**src/rtl/vend_pkg.sv**
```systemverilog
// Shared types, drink codes and prices for the coffee-machine transaction sequencer.
package vend_pkg;

  typedef enum logic [1:0] {
    COLLECT,
    BREWING,
    PAYOUT,
    FAULT
  } state_e;

  localparam logic [2:0] DRINK_NONE   = 3'd0;
  localparam logic [2:0] DRINK_COFFEE = 3'd1;
  localparam logic [2:0] DRINK_MILK   = 3'd2;
  localparam logic [2:0] DRINK_CAPPU  = 3'd3;
  localparam logic [2:0] DRINK_MOCCA  = 3'd4;

  localparam logic [3:0] PRICE_COFFEE = 4'd3;
  localparam logic [3:0] PRICE_MILK   = 4'd4;
  localparam logic [3:0] PRICE_CAPPU  = 4'd5;
  localparam logic [3:0] PRICE_MOCCA  = 4'd6;

  function automatic logic [3:0] price_of(input logic [2:0] code);
    case (code)
      DRINK_COFFEE: price_of = PRICE_COFFEE;
      DRINK_MILK:   price_of = PRICE_MILK;
      DRINK_CAPPU:  price_of = PRICE_CAPPU;
      DRINK_MOCCA:  price_of = PRICE_MOCCA;
      default:      price_of = 4'd0;
    endcase
  endfunction

  // Anything other than exactly one switch closed is "no selection".
  function automatic logic [2:0] sel_to_code(input logic [3:0] sel);
    case (sel)
      4'b0001: sel_to_code = DRINK_COFFEE;
      4'b0010: sel_to_code = DRINK_MILK;
      4'b0100: sel_to_code = DRINK_CAPPU;
      4'b1000: sel_to_code = DRINK_MOCCA;
      default: sel_to_code = DRINK_NONE;
    endcase
  endfunction

endpackage

```
**src/rtl/vend_controller_if.sv**
```systemverilog
// Coin/switch inputs and brew/payout outputs of the vending sequencer.
interface vend_controller_if;
  logic       coin_100;
  logic       coin_500;
  logic       cancel;
  logic [3:0] drink_sel;
  logic       brew_done;
  logic [3:0] credit;
  logic       brew_start;
  logic [2:0] brew_type;
  logic       coin_reject;
  logic       change_pulse;
  logic       busy;
  logic       fault;

  modport slave (
    input  coin_100, coin_500, cancel, drink_sel, brew_done,
    output credit, brew_start, brew_type, coin_reject, change_pulse, busy, fault
  );

  modport master (
    output coin_100, coin_500, cancel, drink_sel, brew_done,
    input  credit, brew_start, brew_type, coin_reject, change_pulse, busy, fault
  );
endinterface

```
**src/rtl/vend_controller_payout_pacer.sv**
```systemverilog
// Paces change coins: a tick on the first enabled cycle after start, then every GAP cycles.
module payout_pacer #(
  parameter int unsigned GAP = 50_000_000
) (
  input  logic clk,
  input  logic reset,
  input  logic start_i,
  input  logic en_i,
  output logic tick_o
);
  localparam int unsigned CW = $clog2(GAP);

  logic [CW-1:0] cnt_q, cnt_d;

  always_comb begin
    cnt_d = cnt_q;
    if (start_i)
      cnt_d = '0;
    else if (en_i)
      cnt_d = (cnt_q == '0) ? CW'(GAP - 1) : cnt_q - 1'b1;
  end

  always_ff @(posedge clk or posedge reset) begin
    if (reset) cnt_q <= '0;
    else       cnt_q <= cnt_d;
  end

  assign tick_o = en_i && (cnt_q == '0);
endmodule

```
**src/rtl/vend_controller.sv**
```systemverilog
// Coin credit, drink purchase, brew hand-off with timeout, and coin-by-coin change payout.
module vend_controller
  import vend_pkg::*;
#(
  parameter int unsigned CREDIT_MAX   = 15,
  parameter int unsigned PAYOUT_GAP   = 50_000_000,
  parameter logic [31:0] BREW_TIMEOUT = 32'd3_000_000_000
) (
  input logic              clk,
  input logic              reset,
  vend_controller_if.slave bus
);
  state_e      state_q, state_d;
  logic [3:0]  credit_q, credit_d;
  logic [2:0]  brew_type_q, brew_type_d;
  logic [31:0] timer_q, timer_d;
  logic        brew_start_q, brew_start_d;
  logic        coin_reject_q, coin_reject_d;
  logic        change_pulse_q, change_pulse_d;
  logic        pacer_start, pacer_tick;

  logic [2:0]  sel_code;
  logic [3:0]  sel_price;
  logic        buy;
  logic [3:0]  base_credit;
  logic [2:0]  coin_val;
  logic [4:0]  coin_sum;
  logic        coins_in;

  // A purchase is settled first; the coin of the same cycle then lands on what is left.
  assign sel_code    = sel_to_code(bus.drink_sel);
  assign sel_price   = price_of(sel_code);
  assign buy         = (sel_code != DRINK_NONE) && (credit_q >= sel_price);
  assign base_credit = buy ? credit_q - sel_price : credit_q;
  assign coin_val    = bus.coin_500 ? 3'd5 : (bus.coin_100 ? 3'd1 : 3'd0);
  assign coin_sum    = {1'b0, base_credit} + {2'b00, coin_val};
  assign coins_in    = bus.coin_100 | bus.coin_500;

  payout_pacer #(.GAP(PAYOUT_GAP)) u_pacer (
    .clk    (clk),
    .reset  (reset),
    .start_i(pacer_start),
    .en_i   (state_q == PAYOUT),
    .tick_o (pacer_tick)
  );

  // NOTE: every signal gets a default at the top so no path leaves one unassigned (no latch).
  always_comb begin
    state_d        = state_q;
    credit_d       = credit_q;
    brew_type_d    = brew_type_q;
    timer_d        = timer_q;
    brew_start_d   = 1'b0;
    coin_reject_d  = 1'b0;
    change_pulse_d = 1'b0;
    pacer_start    = 1'b0;
    case (state_q)
      COLLECT: begin
        if (coin_sum > 5'(CREDIT_MAX)) begin
          credit_d      = base_credit;
          coin_reject_d = 1'b1;
        end else begin
          credit_d = coin_sum[3:0];
        end
        if (bus.coin_100 && bus.coin_500) coin_reject_d = 1'b1;
        if (buy) begin
          state_d      = BREWING;
          brew_type_d  = sel_code;
          brew_start_d = 1'b1;
          timer_d      = '0;
        end else if (bus.cancel && credit_q != 4'd0) begin
          state_d     = PAYOUT;
          pacer_start = 1'b1;
        end
      end
      BREWING: begin
        coin_reject_d = coins_in;
        if (bus.brew_done) begin
          if (credit_q != 4'd0) begin
            state_d     = PAYOUT;
            pacer_start = 1'b1;
          end else begin
            state_d     = COLLECT;
            brew_type_d = DRINK_NONE;
          end
        end else if (timer_q == BREW_TIMEOUT - 32'd1) begin
          state_d = FAULT;
        end else begin
          timer_d = timer_q + 32'd1;
        end
      end
      PAYOUT: begin
        coin_reject_d = coins_in;
        if (credit_q == 4'd0) begin
          state_d     = COLLECT;
          brew_type_d = DRINK_NONE;
        end else if (pacer_tick) begin
          credit_d       = credit_q - 4'd1;
          change_pulse_d = 1'b1;
        end
      end
      default: ;  // FAULT: frozen until reset
    endcase
  end

  // NOTE: sequential state uses non-blocking assignments so all registers update together.
  always_ff @(posedge clk or posedge reset) begin
    if (reset) begin
      state_q        <= COLLECT;
      credit_q       <= 4'd0;
      brew_type_q    <= DRINK_NONE;
      timer_q        <= '0;
      brew_start_q   <= 1'b0;
      coin_reject_q  <= 1'b0;
      change_pulse_q <= 1'b0;
    end else begin
      state_q        <= state_d;
      credit_q       <= credit_d;
      brew_type_q    <= brew_type_d;
      timer_q        <= timer_d;
      brew_start_q   <= brew_start_d;
      coin_reject_q  <= coin_reject_d;
      change_pulse_q <= change_pulse_d;
    end
  end

  always_comb begin
    bus.credit       = credit_q;
    bus.brew_start   = brew_start_q;
    bus.brew_type    = brew_type_q;
    bus.coin_reject  = coin_reject_q;
    bus.change_pulse = change_pulse_q;
    bus.busy         = (state_q != COLLECT);
    bus.fault        = (state_q == FAULT);
  end
endmodule

```
**src/flat_wrapper.sv**
```systemverilog
// flat-port wrapper written by rule: the top's interface ports become plain ports
module vend_controller_flat import vend_pkg::*;
#(
  parameter int unsigned CREDIT_MAX   = 15,
  parameter int unsigned PAYOUT_GAP   = 50_000_000,
  parameter logic [31:0] BREW_TIMEOUT = 32'd3_000_000_000
)
  (clk, reset, bus_coin_100, bus_coin_500, bus_cancel, bus_drink_sel, bus_brew_done, bus_credit, bus_brew_start, bus_brew_type, bus_coin_reject, bus_change_pulse, bus_busy, bus_fault);
  vend_controller_if bus_i ();
  input logic clk;
  input logic reset;
  input wire logic [$bits(bus_i.coin_100)-1:0] bus_coin_100;
  input wire logic [$bits(bus_i.coin_500)-1:0] bus_coin_500;
  input wire logic [$bits(bus_i.cancel)-1:0] bus_cancel;
  input wire logic [$bits(bus_i.drink_sel)-1:0] bus_drink_sel;
  input wire logic [$bits(bus_i.brew_done)-1:0] bus_brew_done;
  output wire logic [$bits(bus_i.credit)-1:0] bus_credit;
  output wire logic [$bits(bus_i.brew_start)-1:0] bus_brew_start;
  output wire logic [$bits(bus_i.brew_type)-1:0] bus_brew_type;
  output wire logic [$bits(bus_i.coin_reject)-1:0] bus_coin_reject;
  output wire logic [$bits(bus_i.change_pulse)-1:0] bus_change_pulse;
  output wire logic [$bits(bus_i.busy)-1:0] bus_busy;
  output wire logic [$bits(bus_i.fault)-1:0] bus_fault;
  assign bus_i.coin_100 = bus_coin_100;
  assign bus_i.coin_500 = bus_coin_500;
  assign bus_i.cancel = bus_cancel;
  assign bus_i.drink_sel = bus_drink_sel;
  assign bus_i.brew_done = bus_brew_done;
  assign bus_credit = bus_i.credit;
  assign bus_brew_start = bus_i.brew_start;
  assign bus_brew_type = bus_i.brew_type;
  assign bus_coin_reject = bus_i.coin_reject;
  assign bus_change_pulse = bus_i.change_pulse;
  assign bus_busy = bus_i.busy;
  assign bus_fault = bus_i.fault;
  vend_controller #(.CREDIT_MAX(CREDIT_MAX), .PAYOUT_GAP(PAYOUT_GAP), .BREW_TIMEOUT(BREW_TIMEOUT)) u_core (.clk(clk), .reset(reset), .bus(bus_i));
endmodule
```
**config.mk**
```make
export PLATFORM = sky130hd
export DESIGN_NAME = vend_controller_flat
export DESIGN_NICKNAME = d
export VERILOG_FILES = /design/src/rtl/vend_pkg.sv /design/src/rtl/vend_controller_if.sv /design/src/rtl/vend_controller_payout_pacer.sv /design/src/rtl/vend_controller.sv /design/src/flat_wrapper.sv
export SDC_FILE = /design/constraint.sdc
export NUM_CORES = 1
export LEC_CHECK = 0
export BUFFER_PORTS_ARGS = -buffer_cell sky130_fd_sc_hd__buf_2
export CAP_MARGIN = 5
export CORE_MARGIN = 1.5
export CORE_UTILIZATION = 42
export CTS_CLUSTER_SIZE = 8
export DETAILED_ROUTE_END_ITERATION = 10
export SLEW_MARGIN = 10
export SYNTH_ARGS = -nofsm -noshare
export SYNTH_HDL_FRONTEND = slang
export SYNTH_SLANG_ARGS = --single-unit
```
**constraint.sdc**
```tcl
create_clock -name clk -period 3.66 [get_ports clk]
set_input_delay 0.183 -clock clk [delete_from_list [all_inputs] [get_ports clk]]
set_output_delay 0.183 -clock clk [all_outputs]
set_load 0.03 [all_outputs]
```
After elaboration in Yosys (flattened, before gate mapping):

Index checks and enable logic that the tools add are counted.

* word-level logic and storage cells: 98
* input port bits: 10
* output and inout port bits: 12
* memory bits (writable): 0
* bits in read-only memories: 0
* memories kept: 0
* register bits after elaboration: 70
* bits in latches: 0

* order comparisons: 2
* reduce and logical (&&, ||, !) cells: 19
* add/sub/neg operators: 5
* multiply operators: 0
* equality and inequality tests: 22
* multiplexer cells: 41
* shift operators: 0
* bitwise logic cells: 1
* divide/modulo/power cells: 0

Operators by type and width (number)
* $mux 32: 3
* $mux 26: 3
* $pmux 32 s2: 1
* $add 32x1->32 const B: 1
* $eq 32x32->1 const B: 1
* $logic_not 26->1: 1
* $sub 26x1->26 const B: 1
* $pmux 3 s4: 2
* $mux 4: 4
* $mux 3: 5
* $mux 1: 12
* $mux 2: 6
* $ne 2x2->1 const B: 5
* $pmux 3 s3: 1
* $pmux 4 s2: 1
* $reduce_and 4->1: 2
* $reduce_bool 2->1: 4
* $eq 3x2->1 const B: 2
* $ne 2x1->1 const B: 3
* $pmux 2 s3: 1
* $reduce_bool 3->1: 2
* $add 4x3->5: 1
* $gt 5x4->1 const B: 1
* $reduce_and 5->1: 1
* 21 further kinds: 26

Depth between registers and ports, before layout:

* depth after elaboration: 12
* depth in mapped cells: 18
* depth with buffers taken out: 17

Modules after synthesis:

A second synthesis with hierarchy kept.

* cell total of the unflattened synthesis: 484
* area, all modules: 4325.4 um^2

By module, submodules not included
* vend_controller: area an instance 2890.3 um^2, cells each 330, times used 1
* payout_pacer: area an instance 1435.1 um^2, cells each 154, times used 1

Worst setup path before layout:

No wires, ideal clock.

* path kind: reg-to-reg
* start: reg u_core.credit_q[0], in the netlist u_core.bus.credit[0]
* end: reg u_core.credit_q[1], in the netlist u_core.bus.credit[1]
* arrival time: 3.521 ns
* clock period less this slack: 3.659 ns
* required time: 3.522 ns
* slack: 0.001 ns
* buffers on the path: 0
* stages on the path, launching flop included: 16
* library setup time: 0.138 ns
* cell sequence: dfrtp_1 inv_1 ha_1 inv_1 fa_1 a21o_1 a211oi_2 a21o_1 mux2_2 ha_1 a21oi_1 nor2_1 a311o_1 a21o_1 o211ai_1 a22oi_1

* longest elaborated chain between the ends: 7
* elaborated cells between the ends (all ways): 14
* classes of those cells: add/sub (3); order compare (2); eq/ne (1); mux (5); reduce/logical (3)

Ends and longest elaborated chain
* start: declaration: RTL line vend_controller.sv:14 `logic [3:0] credit_q, credit_d;`
* start signal: assignment: RTL line vend_controller.sv:118 `credit_q <= credit_d;`
* $ge 4x3->1: RTL line vend_controller.sv:33 `assign buy = (sel_code != DRINK_NONE) && (credit_q >= sel_price);`
* $logic_and 1x1->1: RTL line vend_controller.sv:33
* $mux 4: RTL line vend_controller.sv:34 `assign base_credit = buy ? credit_q - sel_price : credit_q;`
* $add 4x3->5: RTL line vend_controller.sv:36 `assign coin_sum = {1'b0, base_credit} + {2'b00, coin_val};`
* $gt 5x4->1: RTL line vend_controller.sv:59 `if (coin_sum > 5'(CREDIT_MAX)) begin`
* $mux 4: RTL line vend_controller.sv:59
* $pmux 4 s2: RTL line vend_controller.sv:57 `case (state_q)`

Parallel ways exist; a longest one is shown, timed or not. The select of a mux whose other input is x is not followed.
A chain may end at the register's enable or synchronous reset.

Worst setup path after layout:

Ends and elaborated chain as after synthesis.

==> metrics.yaml <==
drive_above_1_share_pct: 17.8
hp-class: "in2async"
synth_edf_count: 0
syn_area_um2: 4590
antenna_found_initial: 0
place_ws_ps: -126
finalNonFillerCells: 675
ys.flop_type: "dfrtp_1"
ctsHoldBuffers: 0
final_antenna_net_count: 0
worstMarginPinSlew_ps: 869
cpMostUsedCell: "a21o_1"
dp_hpwl_um: 7750
peakVddDrop_uv: 322
clk_pin_slew_ps: 80
start_kind: "register"
track_usage_pct: 20.5
seqPwrFrac_pct: 46.9
worstReg2RegStart: "u_core.bus.credit[0]"
drc_errors: 0
p_per_area_nw_per_um2: 320
timing.final.crit_period_ps: 3450
rsz0062_at_grt: "no"
intPower_w: 0.00129
diodes: 0
combinationalPowerShare_pct: 5.1
initialDrtViolationCount: 194
clockPowerShare_pct: 47.9
clk_latency_ps: 360
worst-r2r-cell-count: 15
p_switching_w: 0.000354
cp.arrival_ps: 3680
required_ps: 3880
finalCritPeriodShare_pct: 94.4
synth_warnings: 0
slew_headroom_pct: 42.0
max_freq_ghz: 0.289
vias: 3998
place_area_um2: 4860
final_core_util_pct: 49.2
first_pass_iters: 4
ys_seq_area_share_pct: 38.2
startpoint: "u_core.bus.credit[0]"
pin_count: 22
clock-root-buffer: "clkbuf_8"
htreeDepth: 3
synth_fp_nets: 532
clock_path_buffers: 2
port_buffers: 21
num_rows: 37
slowest_delay_ps: 410
clock_sinks: 70
finalNetCount: 558
coreArea_um2: 10500
post_drt_wl_per_cell_um: 16.1
dp.cells: 657
drv_cap: 0
grt_pass1_vias: 3793
async_reset_ff_share_pct: 100
skew_ps: 11.5
synthCells: 508
crit_path_end_kind: "register"
swShare_pct: 21.5
status: "finished clean"
synth_area_per_cell_um2: 9.04
initial_utilization_pct: 43.9
worstSetupPathType: "reg2reg"
cp_slowest_cell: "dfrtp_1"
p_leak_nw: 1.97
place_congestion: 0.834
die_w_um: 108
setup_viol: 0
synth_seq_cells: 70
ys_types: 69
design_area_um2: 5150
wl_um: 10900
numCtsBuffers: 9
final_common_cell: "dfrtp_1"
dieArea_um2: 11600
layout_common_cells: "dfrtp_1 (70), nor2_1 (53), nand2_1 (45)"
grt_overflow: 0
area_growth_pct: 12.1
via_per_inst: 5.92
crit_chain: "inv_2 -> ha_1 -> inv_1 -> fa_1 -> a21o_1 -> a211oi_2 -> a21o_1 -> mux2_4 -> ha_1 -> a21oi_2 -> nor2_1 -> a311o_1 -> a21o_1 -> o211ai_1 -> a22oi_1"
grt_pass1_wl_um: 18700
maxSlewViolCount: 0
finalHoldViolations: 0
grt_start_max_net_pins: 41
cts_tree: "built"
path_max_fanout: 4
setup_ws_ps: 205
die_y_um: 108
==> state kept, by name (all words and copies together), names as in the netlist <==
signal / cells
u_core.bus.brew_start: 1
u_core.timer_q: 32
u_core.u_pacer.cnt_q: 26
u_core.bus.coin_reject: 1
u_core.bus.credit: 4
u_core.state_q: 2
u_core.bus.brew_type: 3
u_core.bus.change_pulse: 1
==> power groups by stage <==
stage	clock network [W]	registers, W	logic [W]
4_1_cts	0.000816	0.000774	0.0000817
6_report	0.000791	0.000774	0.0000847
3_3_place_gp	0	0.000789	0.0000790
3_5_place_dp	0	0.000789	0.0000813
2_1_floorplan	0	0.000790	0.0000515
5_1_grt	0.000848	0.000773	0.0000955
==> critical path: cells and delay by family (launching register included) <==
kind | cells | cell delay (ps)
buffers and inverters | 2 | 170
DFF | 1 | 410
muxes | 1 | 350
adders and majority gates | 3 | 810
AOI/OAI and AO/OA | 8 | 1500
and+or+nand+nor | 1 | 80
==> per-layer routing <==
layer	track usage, %	part of all wire (%)	wire (µm)
met5	0	0	0
met4	5.64	1.3	140
met3	4.96	3.9	428
met2	32.8	47	5150
met1	27.6	47	5160
==> through the flow <==
stage / hold WS (ps) / TNS, ps / total power, W
floorplan: 452 / 0 / 0.000841
global placement: 430 / 0 / 0.000868
detailed placement: 440 / -126 / 0.000870
CTS: 37.4 / 0 / 0.00167
global route: 82.9 / 0 / 0.00172
finish: 3.90 / 0 / 0.00165
==> final timing paths <==
check	endpoint	slack, ps
max in group asynchronous	u_core.bus.brew_start	2890
worst max register to register	u_core.bus.credit[1]	210
worst min-delay path	u_core.timer_q[14]	4
worst min register to register	u_core.bus.brew_type[2]	520
worst max-delay path	u_core.bus.credit[1]	210
min in group clk	u_core.bus.coin_reject	250
==> logic make-up after synthesis <==
group	synth area share [%]
and+or+nand+nor	29.3
AOI/OAI and AO/OA	18.1
DFF	38.2
buffers and inverters	4.09
muxes	3.92
adders and majority gates	3.98
xor gates and xnor gates	2.48
==> what timing repair did <==
action	in CTS	in global routing
gates resized for setup	0	4
endpoints found under the hold margin	0	0
setup endpoints to repair	0	5
setup buffers	0	2
==> cells in the mapped netlist, drive strengths merged (6+ instances only) <==
master,n,area [µm²]
dfrtp,70,1750
nor2,54,210
nand2,46,175
a21oi,34,193
o21ai,32,160
nand3,21,118
nor3,21,110
nor4,16,176
o31ai,16,120
inv,15,56.3
buf,13,93.8
ha,13,163
or4,12,90.1
nand4,10,77.6
clkbuf,9,33.8
mux2i,9,90.1
or3,9,56.3
mux2,8,90.1
xnor2,8,70.1
and4,7,63.8
a211oi,6,55.1
a311oi,6,52.6
and2,6,37.5
or2,6,37.5
==> layout make-up <==
cell class / count / area (µm²)
sequential: 70 / 1750
tap: 136 / 170
inverter: 16 / 60.1
multi-input combinational: 400 / 2670
clock buffer: 11 / 151
clock inverter: 5 / 105
fill: 1039 / 5320
timing repair buffer: 37 / 238
Note: power is estimated with default switching activity, not from simulation.
